## src/rtl/sqrt_arb.sv

```systemverilog
// sqrt_arb: four requesters share one sqrt16 through a round-robin arbiter; one root in flight.
// Latency: req_iv at edge E reaches sq_iv after E+2 when idle; ov follows a sampled sq_ov by one cycle.
// Backpressure: one-entry hold per channel (req_busy); a sample hitting a full channel is dropped (drop pulse).
// Build option: define SQRT_ARB_TIMEOUT_EN to add a WAIT watchdog of TMO cycles that aborts with err.
module sqrt_arb #(
  parameter int TMO = 24
) (
  input  logic         clk,
  input  logic         rst,
  input  logic [127:0] req_din,
  input  logic [3:0]   req_iv,
  output logic [3:0]   req_busy,
  output logic [3:0]   drop,
  output logic [31:0]  sq_din,
  output logic         sq_iv,
  input  logic [15:0]  sq_dout,
  input  logic         sq_ov,
  output logic [15:0]  dout,
  output logic [1:0]   och,
  output logic         ov,
  output logic         err
);

  localparam logic [1:0] S_IDLE  = 2'd0;
  localparam logic [1:0] S_ISSUE = 2'd1;
  localparam logic [1:0] S_WAIT  = 2'd2;

  logic [1:0]       state_q, state_d;
  logic [3:0]       pend_q, pend_d;
  logic [3:0][31:0] hold_q, hold_d;
  logic [1:0]       grant_q, grant_d;
  logic [1:0]       last_q, last_d;
  logic             sq_iv_q, sq_iv_d;
  logic [31:0]      sq_din_q, sq_din_d;
  logic [15:0]      dout_q, dout_d;
  logic [1:0]       och_q, och_d;
  logic             ov_q, ov_d;
  logic [3:0]       drop_q, drop_d;

  logic [3:0]       clr;
  logic [1:0]       pick;
  logic [1:0]       idx;
  logic             found;

`ifdef SQRT_ARB_TIMEOUT_EN
  localparam int WDW = $clog2(TMO + 1);
  logic [WDW-1:0]   wd_q, wd_d;
  logic             err_q, err_d;
`endif

  // Round-robin pick: first pending channel scanning last+1, last+2, last+3, last.
  always_comb begin
    pick  = last_q;
    found = 1'b0;
    idx   = '0;
    for (int i = 1; i <= 4; i++) begin
      idx = last_q + 2'(i);
      if (!found && pend_q[idx]) begin
        pick  = idx;
        found = 1'b1;
      end
    end
  end

  // Arbiter FSM plus per-channel holding registers and drop detection.
  always_comb begin
    state_d  = state_q;
    pend_d   = pend_q;
    hold_d   = hold_q;
    grant_d  = grant_q;
    last_d   = last_q;
    sq_iv_d  = 1'b0;
    sq_din_d = sq_din_q;
    dout_d   = dout_q;
    och_d    = och_q;
    ov_d     = 1'b0;
    drop_d   = '0;
    clr      = '0;
`ifdef SQRT_ARB_TIMEOUT_EN
    wd_d     = wd_q;
    err_d    = 1'b0;
`endif

    case (state_q)
      S_IDLE: begin
        if (|pend_q) begin
          grant_d = pick;
          state_d = S_ISSUE;
        end
      end
      S_ISSUE: begin
        sq_iv_d      = 1'b1;
        sq_din_d     = hold_q[grant_q];
        clr[grant_q] = 1'b1;
        last_d       = grant_q;
        state_d      = S_WAIT;
`ifdef SQRT_ARB_TIMEOUT_EN
        wd_d         = '0;
`endif
      end
      S_WAIT: begin
        if (sq_ov) begin
          dout_d  = sq_dout;
          och_d   = grant_q;
          ov_d    = 1'b1;
          state_d = S_IDLE;
        end
`ifdef SQRT_ARB_TIMEOUT_EN
        // Root never came back: abandon it so other channels are not starved.
        else if (wd_q == WDW'(TMO - 1)) begin
          err_d   = 1'b1;
          state_d = S_IDLE;
        end else begin
          wd_d = wd_q + 1'b1;
        end
`endif
      end
      default: state_d = S_IDLE;
    endcase

    // A channel being issued this cycle frees its slot, so a same-cycle sample is accepted.
    for (int k = 0; k < 4; k++) begin
      if (req_iv[k]) begin
        if (!pend_q[k] || clr[k]) begin
          hold_d[k] = req_din[32*k +: 32];
          pend_d[k] = 1'b1;
        end else begin
          drop_d[k] = 1'b1;
        end
      end else if (clr[k]) begin
        pend_d[k] = 1'b0;
      end
    end
  end

  // State registers with synchronous reset; last=3 gives channel 0 first turn.
  always_ff @(posedge clk) begin
    if (rst) begin
      state_q  <= S_IDLE;
      pend_q   <= '0;
      hold_q   <= '0;
      grant_q  <= '0;
      last_q   <= 2'd3;
      sq_iv_q  <= 1'b0;
      sq_din_q <= '0;
      dout_q   <= '0;
      och_q    <= '0;
      ov_q     <= 1'b0;
      drop_q   <= '0;
    end else begin
      state_q  <= state_d;
      pend_q   <= pend_d;
      hold_q   <= hold_d;
      grant_q  <= grant_d;
      last_q   <= last_d;
      sq_iv_q  <= sq_iv_d;
      sq_din_q <= sq_din_d;
      dout_q   <= dout_d;
      och_q    <= och_d;
      ov_q     <= ov_d;
      drop_q   <= drop_d;
    end
  end

`ifdef SQRT_ARB_TIMEOUT_EN
  // Watchdog counter and abort pulse.
  always_ff @(posedge clk) begin
    if (rst) begin
      wd_q  <= '0;
      err_q <= 1'b0;
    end else begin
      wd_q  <= wd_d;
      err_q <= err_d;
    end
  end

  assign err = err_q;
`else
  assign err = 1'b0;
`endif

  assign req_busy = pend_q;
  assign drop     = drop_q;
  assign sq_iv    = sq_iv_q;
  assign sq_din   = sq_din_q;
  assign dout     = dout_q;
  assign och      = och_q;
  assign ov       = ov_q;

endmodule

```

## config.mk

```make
export PLATFORM = sky130hd
export DESIGN_NAME = sqrt_arb
export DESIGN_NICKNAME = d
export VERILOG_FILES = /design/src/rtl/sqrt_arb.sv
export SDC_FILE = /design/constraint.sdc
export NUM_CORES = 1
export LEC_CHECK = 0
export ABC_AREA = 0
export CAP_MARGIN = 20
export CORE_AREA = 2 2 125 127
export CTS_CLUSTER_DIAMETER = 150
export DETAILED_ROUTE_END_ITERATION = 8
export DIE_AREA = 0 0 127 129
export PLACE_DENSITY = 0.9
export SLEW_MARGIN = 20
export SYNTH_ARGS = -nofsm -noshare
export SYNTH_HDL_FRONTEND = slang
export SYNTH_SLANG_ARGS = --single-unit
export TNS_END_PERCENT = 10
```

## constraint.sdc

```tcl
create_clock -name clk -period 2.5 [get_ports clk]
set_input_delay 0.5 -clock clk [delete_from_list [all_inputs] [get_ports clk]]
set_output_delay 0.5 -clock clk [all_outputs]
set_load 0.03 [all_outputs]
```

==> results by group, run 1 <==
Clocking
  – Total CTS buffers: 17
  – Post-CTS Hold Buffers: 0
  – Post-CTS setup buffer count: 0
  – Clk slew on worst S/H paths: ~0.060 ns
  – Number of gates resized after CTS: 0
  – CTS H-Tree Depth: 4
  – CTS tree: done
  – Clk_lat worst skew: 0.43 ns
  – Clk sink count: about 190
  – Max Root-Sink Buffers: 2
  – Clk Tree Root Cell: clkbuf_16

Timing
  – Unrepaired setup endpoints after global routing: no
  – Setup_tns: 0 ns
  – Setup Skew: 0.00835 ns
  – Final hold vios: 0
  – Worst setup margin: 0.377 ns
  – Final setup fails: 0
  – Max-slew violation count: 0
  – Worst-Margin Slew: 1.07 ns
  – Maximum clock frequency: 0.471 GHz
  – Minimum clock period after layout: 2.12 ns
  – Max-slew headroom: 28.1%
  – Final period util: 84.9%

Worst setup path
  – Slowest-stage cell, CP: clkdlybuf4s50_1
  – Crit path from: req_busy[2]$_SDFFE_PP0P_
  – WP depth: 1
  – CP arrival: 1.62 ns
  – Crit path max fanout: 8
  – Critical path type: flip-flop to primary output
  – Slowest stage delay, CP: 0.73 ns
  – Crit-path leading delay family: buffers and inverters
  – Type of destination of the critical path: primary output
  – CP Buf/Inv Count: 1
  – Worst r2r src: grant_q[1]$_SDFFE_PP0P_
  – Register-to-register setup slack: 0.43 ns
  – Required time of the critical path: 2.00 ns
  – Crit-path cells: clkdlybuf4s50_1
  – Worst Reg2Reg Path Length in Cells: 5
  – Startpoint Class: flip-flop
  – R2R Path End: hold_q[6]$_SDFFE_PP0P_
  – Worst setup path end: req_busy[2]

Die
  – Floorplan core area: around 0.015 mm^2
  – Die area: 0.0164 mm^2
  – # rows: 45
  – Die height: 129 um
  – Die Width: 127 um
  – IO Count: 212
  – Initial Util: 51.2%

Logic synthesis
  – Synth Cell Area: 0.00767 mm^2
  – Synth Instances: 899
  – Register bit count reported by yosys: 194
  – EDFF count, synth: 0
  – Distinct cells, synth: 31
  – Sequential-to-total area share from yosys stat: 50.6%
  – Synth async-reset ratio: 0%
  – Synthesis Warnings: 0
  – Avg Inst Size Synth: 8.54 um^2
  – Most common flop cell mapped by yosys: dfxtp_1
  – Post-Syn Nets: 1050

Layout
  – Finished Layout Cells: between 1k and 1.5k
  – Utilization after layout: 69.7%
  – Final #Nets: 1228
  – Layout cell share with drive strength beyond 1: 8.54%
  – Area growth, synth to finish: 36.0%
  – Filler cell count: 1108
  – Ant diodes: 0

Power
  – Peak VDD IR: slightly below 0.5 mV
  – Leakage: 0.00375 uW
  – Pwr/cell area: 714 mW/mm^2

Worst hold path
  – Worst Hold Class: flip-flop to flip-flop
  – Min-delay src: sq_din[2]$_SDFFE_PP0P_

Route
  – Iter 0 DRT Violations: around 460
  – Antenna Violating Nets Remaining: 0
  – Drt wl/cell: 16.9 um
  – Vias per cell: roughly 5.5
  – DRT Wirelength: 21.6 mm
  – Vias: 6978
  – DR pass1 iterations: 5
  – DRC: 0

Global route
  – First-pass GRT wire length: 33.7 mm
  – Vias in the first global route: 6849
  – Pin count of the biggest net entering global routing: 90
  – Initial antenna violation count: 0
  – Overflow after GRT: 0
  – GR Util All Layers: 26.5%

Placed design
  – Final GP Congestion: 0.853
  – HPWL after DPL: between 10 and 15 mm
  – # placed instances: roughly 1.2k
  – Number of port buffers: 210
  – Setup WS pre-CTS: 0.421 ns

Status
  – Status: complete, no violations

Run
  – Max-cap violation count: 0
[cell type report]
type	instances	area, um^2	area share, %
well taps	188	235	2.25
multi-input cells	629	3410	32.7
inverters	9	33.8	0.324
flip-flops and latches	194	3890	37.2
clock inverters	11	154	1.47
repair buffers	226	2270	21.8
clock buffers	20	447	4.28
[worst min-delay path by stage]
stage	endpoint	depth (start not counted)
after detailed placement	hold_q[114]$_SDFFE_PP0P_	2
after global routing	hold_q[31]$_SDFFE_PP0P_	2
final	sq_din[2]$_SDFFE_PP0P_	2
after CTS	hold_q[114]$_SDFFE_PP0P_	2
after global placement	hold_q[95]$_SDFFE_PP0P_	2
after floorplan	hold_q[64]$_SDFFE_PP0P_	2
[logic make-up (layout without fill, tap and decap cells)]
group,count (synthesis),in the layout,synth area share [%]
flip-flops,194,194,50.6
AO/OA/AOI/OAI,206,206,14.1
AND/OR/NAND/NOR,390,390,20.3
multiplexers,32,32,9.39
other,1,1,0.0489
buffers and inverters,76,266,5.49
[flip-flops by register name, indices dropped and copies added, names as in the netlist]
signal,flops
hold_q,128
sq_din,32
dout,16
drop,4
req_busy,4
grant_q,2
last_q,2
och,2
state_q,2
ov,1
sq_iv,1
[report_power, final]
| group | switching [uW] | internal, uW |
|---|---|---|
| registers | 122 | 3270 |
| logic | 669 | 621 |
| clock network | 1160 | 1610 |
| total | 1950 | 5500 |
[synthesized netlist by cell type (5+ instances only)]
library cell  number  area, um^2
a21oi_1          186         931
buf_2             19        95.1
buf_4             14         105
buf_6              8        90.1
clkbuf_1          26        97.6
dfxtp_1          194        3880
inv_1              9        33.8
mux4_2            32         721
nand2_1          361        1360
nand2b_1           5        31.3
nor2_1             6        22.5
nor3_1             5        25.0
o21ai_0            7        35.0
[stage by stage]
stage	hold slack (ns)	total power, uW	instance area [um^2]
final	0.453	7460	10400
after global routing	0.467	7750	10400
after CTS	0.455	7510	10400
after detailed placement	0.446	4750	9840
after global placement	0.438	4720	9840
after floorplan	0.433	4230	7670
[cells in the final DEF (no fill, tap or decap), types with 5 or more instances in the layout]
cell type        Yosys  layout
mux4_2              32      32
nand2_1            361     361
a21oi_1            186     186
buf_4               14      12
clkbuf_16            0      17
clkdlybuf4s50_1      0     209
o21ai_0              7       7
dfxtp_1            194     192
nor2_1               6       6
inv_1                9       9
nor3_1               5       5
[layer usage]
metal,track usage [%],vias to the layer above,routed length [um]
li1,-,3339,-
met1,32.1,3273,8510
met2,45.9,305,10900
met3,4.99,61,1480
met4,12.8,0,705
met5,0,-,0
(Power assumes the default switching activity.)
==> run 2: changes to the inputs <==
--- a/config.mk
+++ b/config.mk
@@ -7,11 +7,11 @@
 export LEC_CHECK = 0
 export ABC_AREA = 0
 export CAP_MARGIN = 20
-export CORE_AREA = 2 2 125 127
+export CORE_AREA = 2 2 130 132
 export CTS_CLUSTER_DIAMETER = 150
 export DETAILED_ROUTE_END_ITERATION = 8
-export DIE_AREA = 0 0 127 129
-export PLACE_DENSITY = 0.9
+export DIE_AREA = 0 0 132 134
+export PLACE_DENSITY = 0.85
 export SLEW_MARGIN = 20
 export SYNTH_ARGS = -nofsm -noshare
 export SYNTH_HDL_FRONTEND = slang
==> constraint.sdc (replaced) <==
create_clock -name clk -period 2.15 [get_ports clk]
set_input_delay 0.43 -clock clk [delete_from_list [all_inputs] [get_ports clk]]
set_output_delay 0.43 -clock clk [all_outputs]
set_load 0.03 [all_outputs]
==> results by group, run 2 (same netlist as run 1, synthesis figures left out) <==
Power
  – Pwr/cell area: 826 mW/mm^2 (+16%)
  – Final Total Pwr: 8690 uW (+16%)
  – Leakage: 0.00378 uW (+0.61%)
  – Peak VDD IR: 0.595 mV (+24%)

Global route
  – Pin count of the biggest net entering global routing: 61 (-32%)
  – Initial antenna violation count: 1 (+1)
  – Overflow after GRT: 0 (unchanged)
  – First-pass GRT wire length: 35.3 mm (+4.5%)
  – GR Util All Layers: 25.7% (-0.89 points)
  – Vias in the first global route: 6889 (+0.58%)

Worst hold path
  – Worst Hold Class: primary input to flip-flop
  – Worst Hold Path Cells: 2 (unchanged)
  – Worst Hold Path EP: hold_q[15]$_SDFFE_PP0P_
  – Min-delay src: rst

Layout
  – Most common cell after layout, fill and taps aside: nand2_1
  – Area growth, synth to finish: 36.9%
  – Top reg by flops: hold_q
  – Filler cell count: 1355 (+22%)
  – Final #Nets: 1233 (+0.41%)
  – Most frequent cells in the layout: nand2_1 (361), clkdlybuf4s50_1 (209), dfxtp_1 (192), a21oi_1 (186), mux4_2 (32)
  – Layout cell share with drive strength beyond 1: 9.22% (+0.68 points)
  – Largest register FFs: 128 (unchanged)

Worst setup path
  – R2R Path End: hold_q[45]$_SDFFE_PP0P_
  – CP arrival: 1.63 ns (about the same)
  – Type of destination of the critical path: primary output
  – Crit path max fanout: 9 (+1)
  – Critical path type: flip-flop to primary output
  – Slowest stage delay, CP: 0.73 ns (about the same)
  – Crit-path cells: clkdlybuf4s50_1
  – Startpoint Class: flip-flop
  – Slowest-stage cell, CP: clkdlybuf4s50_1
  – CP Buf/Inv Count: 1 (unchanged)
  – Worst Reg2Reg Path Length in Cells: 4 (-1)
  – Required time of the critical path: 1.72 ns (-0.28 ns)
  – Crit-path leading delay family: buffers and inverters
  – Worst r2r src: state_q[1]$_SDFFE_PP0P_
  – Register-to-register setup slack: 0.18 ns (-0.25 ns)

Route
  – DRC: 0 (unchanged)
  – Iter 0 DRT Violations: 524 (+13%)
  – Vias: 6981 (+0.043%)
  – DR pass1 iterations: 5 (unchanged)
  – Drt wl/cell: 17.1 um (+1.5%)
  – Vias per cell: 5.30 (-2.9%)
  – Antenna Violating Nets Remaining: 0 (unchanged)
  – DRT Wirelength: 22.5 mm (+4.6%)

Clocking
  – Max Root-Sink Buffers: 2 (unchanged)
  – Clk_lat worst skew: 0.44 ns (about the same)
  – Number of gates resized after CTS: 0 (unchanged)
  – CTS H-Tree Depth: 4 (unchanged)
  – Clk Tree Root Cell: clkbuf_16
  – Clk sink count: 194 (unchanged)
  – CTS tree: done
  – Post-CTS setup buffer count: 0 (unchanged)
  – Total CTS buffers: 17 (unchanged)
  – Post-CTS Hold Buffers: 0 (unchanged)
  – Clk slew on worst S/H paths: 0.07 ns (about the same)

Die
  – Initial Util: 47.1% (-4.1 points)
  – Floorplan core area: 0.0163 mm^2 (+8.8%)
  – IO Count: 212 (unchanged)
  – # rows: 47 (+4.4%)
  – Die height: 134 um (+3.9%)
  – Die Width: 132 um (+3.9%)
  – Die area: 0.0177 mm^2 (+8.0%)

Timing
  – Max-slew headroom: 29.2% (+1.1 points)
  – Final hold vios: 0 (unchanged)
  – Unrepaired setup endpoints after global routing: no
  – Setup_tns: 0 ns (unchanged)
  – Final setup fails: 0 (unchanged)
  – Max-slew violation count: 0 (unchanged)
  – Setup Skew: 0.0111 ns (+0.00279 ns)
  – Maximum clock frequency: 0.485 GHz
  – Minimum clock period after layout: 2.06 ns
  – Final period util: 96.0%
  – Worst-Margin Slew: 1.06 ns (-0.0172 ns)

Status
  – Status: complete, no violations

Placed design
  – HPWL after DPL: 14.9 mm (+2.8%)
  – Number of port buffers: 210 (unchanged)
  – Final GP Congestion: 0.836 (-2.0%)

Run
  – Max-cap violation count: 0 (unchanged)
[run 2: routing by layer]
metal	vias up	GRT usage [%]	part of all wire, %
li1	3353	-	-
met1	3324	30.7	40
met2	249	44.3	50
met3	55	4.57	5.9
met4	0	13.4	3.5
met5	-	0	0
[run 2: worst max path at each step]
stage | startpoint | endpoint | cells past startpoint
detailed placement | state_q[1]$_SDFFE_PP0P_ | hold_q[37]$_SDFFE_PP0P_ | 4
CTS | req_busy[3]$_SDFFE_PP0P_ | req_busy[3] | 1
global placement | grant_q[0]$_SDFFE_PP0P_ | hold_q[101]$_SDFFE_PP0P_ | 6
global route | req_busy[3]$_SDFFE_PP0P_ | req_busy[3] | 1
finish | req_busy[3]$_SDFFE_PP0P_ | req_busy[3] | 1
floorplan | req_busy[3]$_SDFFE_PP0P_ | grant_q[0]$_SDFFE_PP0P_ | 4
[run 2: layout make-up]
| class | instances | area, um^2 | area share [%] |
|---|---|---|---|
| multi-input combinational | 629 | 3410 | 32.4 |
| timing repair buffer | 231 | 2310 | 22.0 |
| clock buffer | 18 | 439 | 4.18 |
| inverter | 9 | 33.8 | 0.321 |
| tap | 220 | 275 | 2.62 |
| antenna | 1 | 2.50 | 0.0238 |
| clock inverter | 14 | 153 | 1.45 |
| sequential | 194 | 3890 | 37.0 |
[run 2: per-stage QoR]
step                      utilization (%)  worst slack (ns)  cell area [um^2]  std cells  hold slack (ns)
after floorplan                         -             0.685              7670        899            0.433
after global placement               60.9             0.328              9920       1283            0.439
after detailed placement             60.9             0.217              9920       1283            0.444
after CTS                            64.5            0.0639             10500       1315            0.377
after global routing                 64.5            0.0375             10500       1315            0.401
final                                64.5            0.0867             10500       1316            0.390
[run 2: worst reg2reg max path, cell delays in order (launching register included)]
cell      delay (ns)
dfxtp_1         0.46
and4bb_2        0.32
o21ai_4         0.77
nand2_1         0.16
a21oi_1         0.19
[run 2: power by group]
part	leakage, uW	total [uW]	internal [uW]	switching [uW]
registers	0.00159	3940	3810	135
clock network	0.000285	3210	1760	1440
logic	0.00190	1540	729	809
total	0.00378	8690	6300	2390
==> run 3: changes to the inputs <==
--- a/config.mk
+++ b/config.mk
@@ -11,7 +11,9 @@
 export CTS_CLUSTER_DIAMETER = 150
 export DETAILED_ROUTE_END_ITERATION = 8
 export DIE_AREA = 0 0 132 134
-export PLACE_DENSITY = 0.85
+export GPL_TIMING_DRIVEN = 0
+export PLACE_DENSITY_LB_ADDON = 0.15
+export RECOVER_POWER = 50
 export SLEW_MARGIN = 20
 export SYNTH_ARGS = -nofsm -noshare
 export SYNTH_HDL_FRONTEND = slang
==> results by group, run 3 (same netlist as run 1, synthesis figures left out) <==
Layout
  – Area growth, synth to finish: 39.2%
  – Largest register FFs: 128 (unchanged)
  – Layout cell share with drive strength beyond 1: 9.05% (-0.17 points)
  – Final #Nets: 1278 (+3.6%)
  – Ant diodes: 0 (-1)
  – Filler cell count: 1431 (+5.6%)
  – Top reg by flops: hold_q
  – Most frequent cells in the layout: nand2_1 (361), clkdlybuf4s50_1 (209), dfxtp_1 (194), a21oi_1 (186), clkbuf_1 (34)
  – Most common cell after layout, fill and taps aside: nand2_1
  – Non-Filler Cell Area, Final: 0.0107 mm^2 (+1.7%)

Worst setup path
  – Crit-path leading delay family: buffers and inverters
  – Slowest-stage cell, CP: clkdlybuf4s50_1
  – Startpoint Class: flip-flop
  – Slowest stage delay, CP: 0.73 ns (about the same)
  – CP arrival: 1.63 ns (about the same)
  – Critical path type: flip-flop to primary output
  – Worst Reg2Reg Path Length in Cells: 6 (+2)
  – Crit-path cells: clkdlybuf4s50_1
  – Register-to-register setup slack: 0.14 ns (-0.04 ns)
  – Required time of the critical path: 1.72 ns (about the same)
  – Type of destination of the critical path: primary output
  – Worst r2r src: state_q[1]$_SDFFE_PP0P_
  – Crit path max fanout: 9 (unchanged)
  – R2R Path End: hold_q[57]$_SDFFE_PP0P_
  – CP Buf/Inv Count: 1 (unchanged)

Timing
  – Worst-Margin Slew: 0.661 ns (-0.397 ns)
  – Final setup fails: 0 (unchanged)
  – Hold Slack: 0.451 ns (+0.0616 ns)
  – Max-slew headroom: 55.5% (+26 points)
  – Maximum clock frequency: 0.486 GHz (+0.21%)
  – Unrepaired setup endpoints after global routing: no
  – Minimum clock period after layout: 2.06 ns (-0.00429 ns)
  – Setup Skew: 0.00865 ns (-0.00249 ns)
  – Max-slew violation count: 0 (unchanged)
  – Setup_tns: 0 ns (unchanged)
  – Final hold vios: 0 (unchanged)
  – Final period util: 95.8% (-0.20 points)

Clocking
  – Post-CTS setup buffer count: 0 (unchanged)
  – Clk slew on worst S/H paths: 0.07 ns (about the same)
  – Clk Tree Root Cell: clkbuf_16
  – Clk_lat worst skew: 0.43 ns (about the same)
  – CTS H-Tree Depth: 4 (unchanged)
  – Clk sink count: 194 (unchanged)
  – CTS tree: done
  – Total CTS buffers: 17 (unchanged)
  – Number of gates resized after CTS: 0 (unchanged)
  – Post-CTS Hold Buffers: 0 (unchanged)
  – Max Root-Sink Buffers: 2 (unchanged)

Route
  – Vias: 7022 (+0.59%)
  – DRT Wirelength: 23.1 mm (+2.5%)
  – DRC: 0 (unchanged)
  – DR pass1 iterations: 5 (unchanged)
  – Antenna Violating Nets Remaining: 0 (unchanged)
  – Iter 0 DRT Violations: 375 (-28%)
  – Drt wl/cell: 17.0 um (-0.65%)
  – Vias per cell: 5.17 (-2.5%)

Worst hold path
  – Min-delay src: hold_q[78]$_SDFFE_PP0P_
  – Worst Hold Path EP: hold_q[78]$_SDFFE_PP0P_
  – Worst Hold Class: flip-flop to flip-flop
  – Worst Hold Path Cells: 2 (unchanged)

Power
  – Final Total Pwr: 9220 uW (+6.2%)
  – Peak VDD IR: 0.678 mV (+14%)
  – Leakage: 0.00388 uW (+2.8%)
  – Pwr/cell area: 863 mW/mm^2 (+4.4%)

Global route
  – Overflow after GRT: 0 (unchanged)
  – GR Util All Layers: 26.3% (+0.61 points)
  – First-pass GRT wire length: 35.8 mm (+1.7%)
  – Vias in the first global route: 6906 (+0.25%)
  – Pin count of the biggest net entering global routing: 17 (-72%)
  – Initial antenna violation count: 0 (-1)

Die
  – # rows: 47 (unchanged)
  – Floorplan core area: 0.0163 mm^2 (unchanged)
  – Die height: 134 um (unchanged)
  – Initial Util: 47.1% (unchanged)
  – Die area: 0.0177 mm^2 (unchanged)
  – IO Count: 212 (unchanged)
  – Die Width: 132 um (unchanged)

Run
  – Max-cap violation count: 0 (unchanged)

Placed design
  – Number of port buffers: 209 (-0.48%)
  – HPWL after DPL: 16.0 mm (+7.7%)
  – Final GP Congestion: 0.883 (+5.6%)
  – Post-place instance area: 0.0100 mm^2 (+1.3%)

Status
  – Status: complete, no violations
## run 3: worst max-delay path by stage
stage / endpoint / start / slack [ns] / cells past startpoint
floorplan: grant_q[0]$_SDFFE_PP0P_ / req_busy[3]$_SDFFE_PP0P_ / 0.68 / 4
global placement: dout[6]$_SDFFE_PP0P_ / sq_ov / 0.34 / 5
detailed placement: hold_q[28]$_SDFFE_PP0P_ / rst / 0.29 / 4
CTS: req_busy[3] / req_busy[3]$_SDFFE_PP0P_ / 0.06 / 1
global route: hold_q[78]$_SDFFE_PP0P_ / state_q[1]$_SDFFE_PP0P_ / 0.004 / 6
finish: req_busy[3] / req_busy[3]$_SDFFE_PP0P_ / 0.09 / 1
## run 3: layout make-up
| type | instances | area [um^2] | share of cell area [%] |
|---|---|---|---|
| Inverter | 9 | 33.8 | 0.316 |
| Clock buffer | 18 | 439 | 4.11 |
| Multi-Input combinational cell | 629 | 3350 | 31.4 |
| Buffer | 67 | 358 | 3.35 |
| Clock inverter | 12 | 253 | 2.37 |
| Timing Repair Buffer | 209 | 2090 | 19.6 |
| Sequential cell | 194 | 3880 | 36.4 |
| Tap cell | 220 | 275 | 2.58 |
## run 3: layer usage
layer  GRT usage, %  vias to the layer above  share of wire, %  routed length [um]
li1               -                     3441                 -                   -
met1           33.2                     3303                43                9890
met2           44.9                      247                49               11400
met3           5.71                       31               6.0                1380
met4           8.64                        0               1.8                 426
met5              0                        -                 0                   0
## run 3: where the power goes
| part | internal (uW) | switching (uW) |
|---|---|---|
| Combinational | 745 | 825 |
| Clock | 2330 | 1380 |
| Sequential | 3810 | 131 |
## run 3: metrics by stage
step                      std cells  util [%]  worst slack, ns
after floorplan                 899         -            0.685
after global placement         1328      61.6            0.335
after detailed placement       1328      61.6            0.288
after CTS                      1358      65.9           0.0629
after global routing           1358      65.6          0.00355
final                          1358      65.6           0.0910
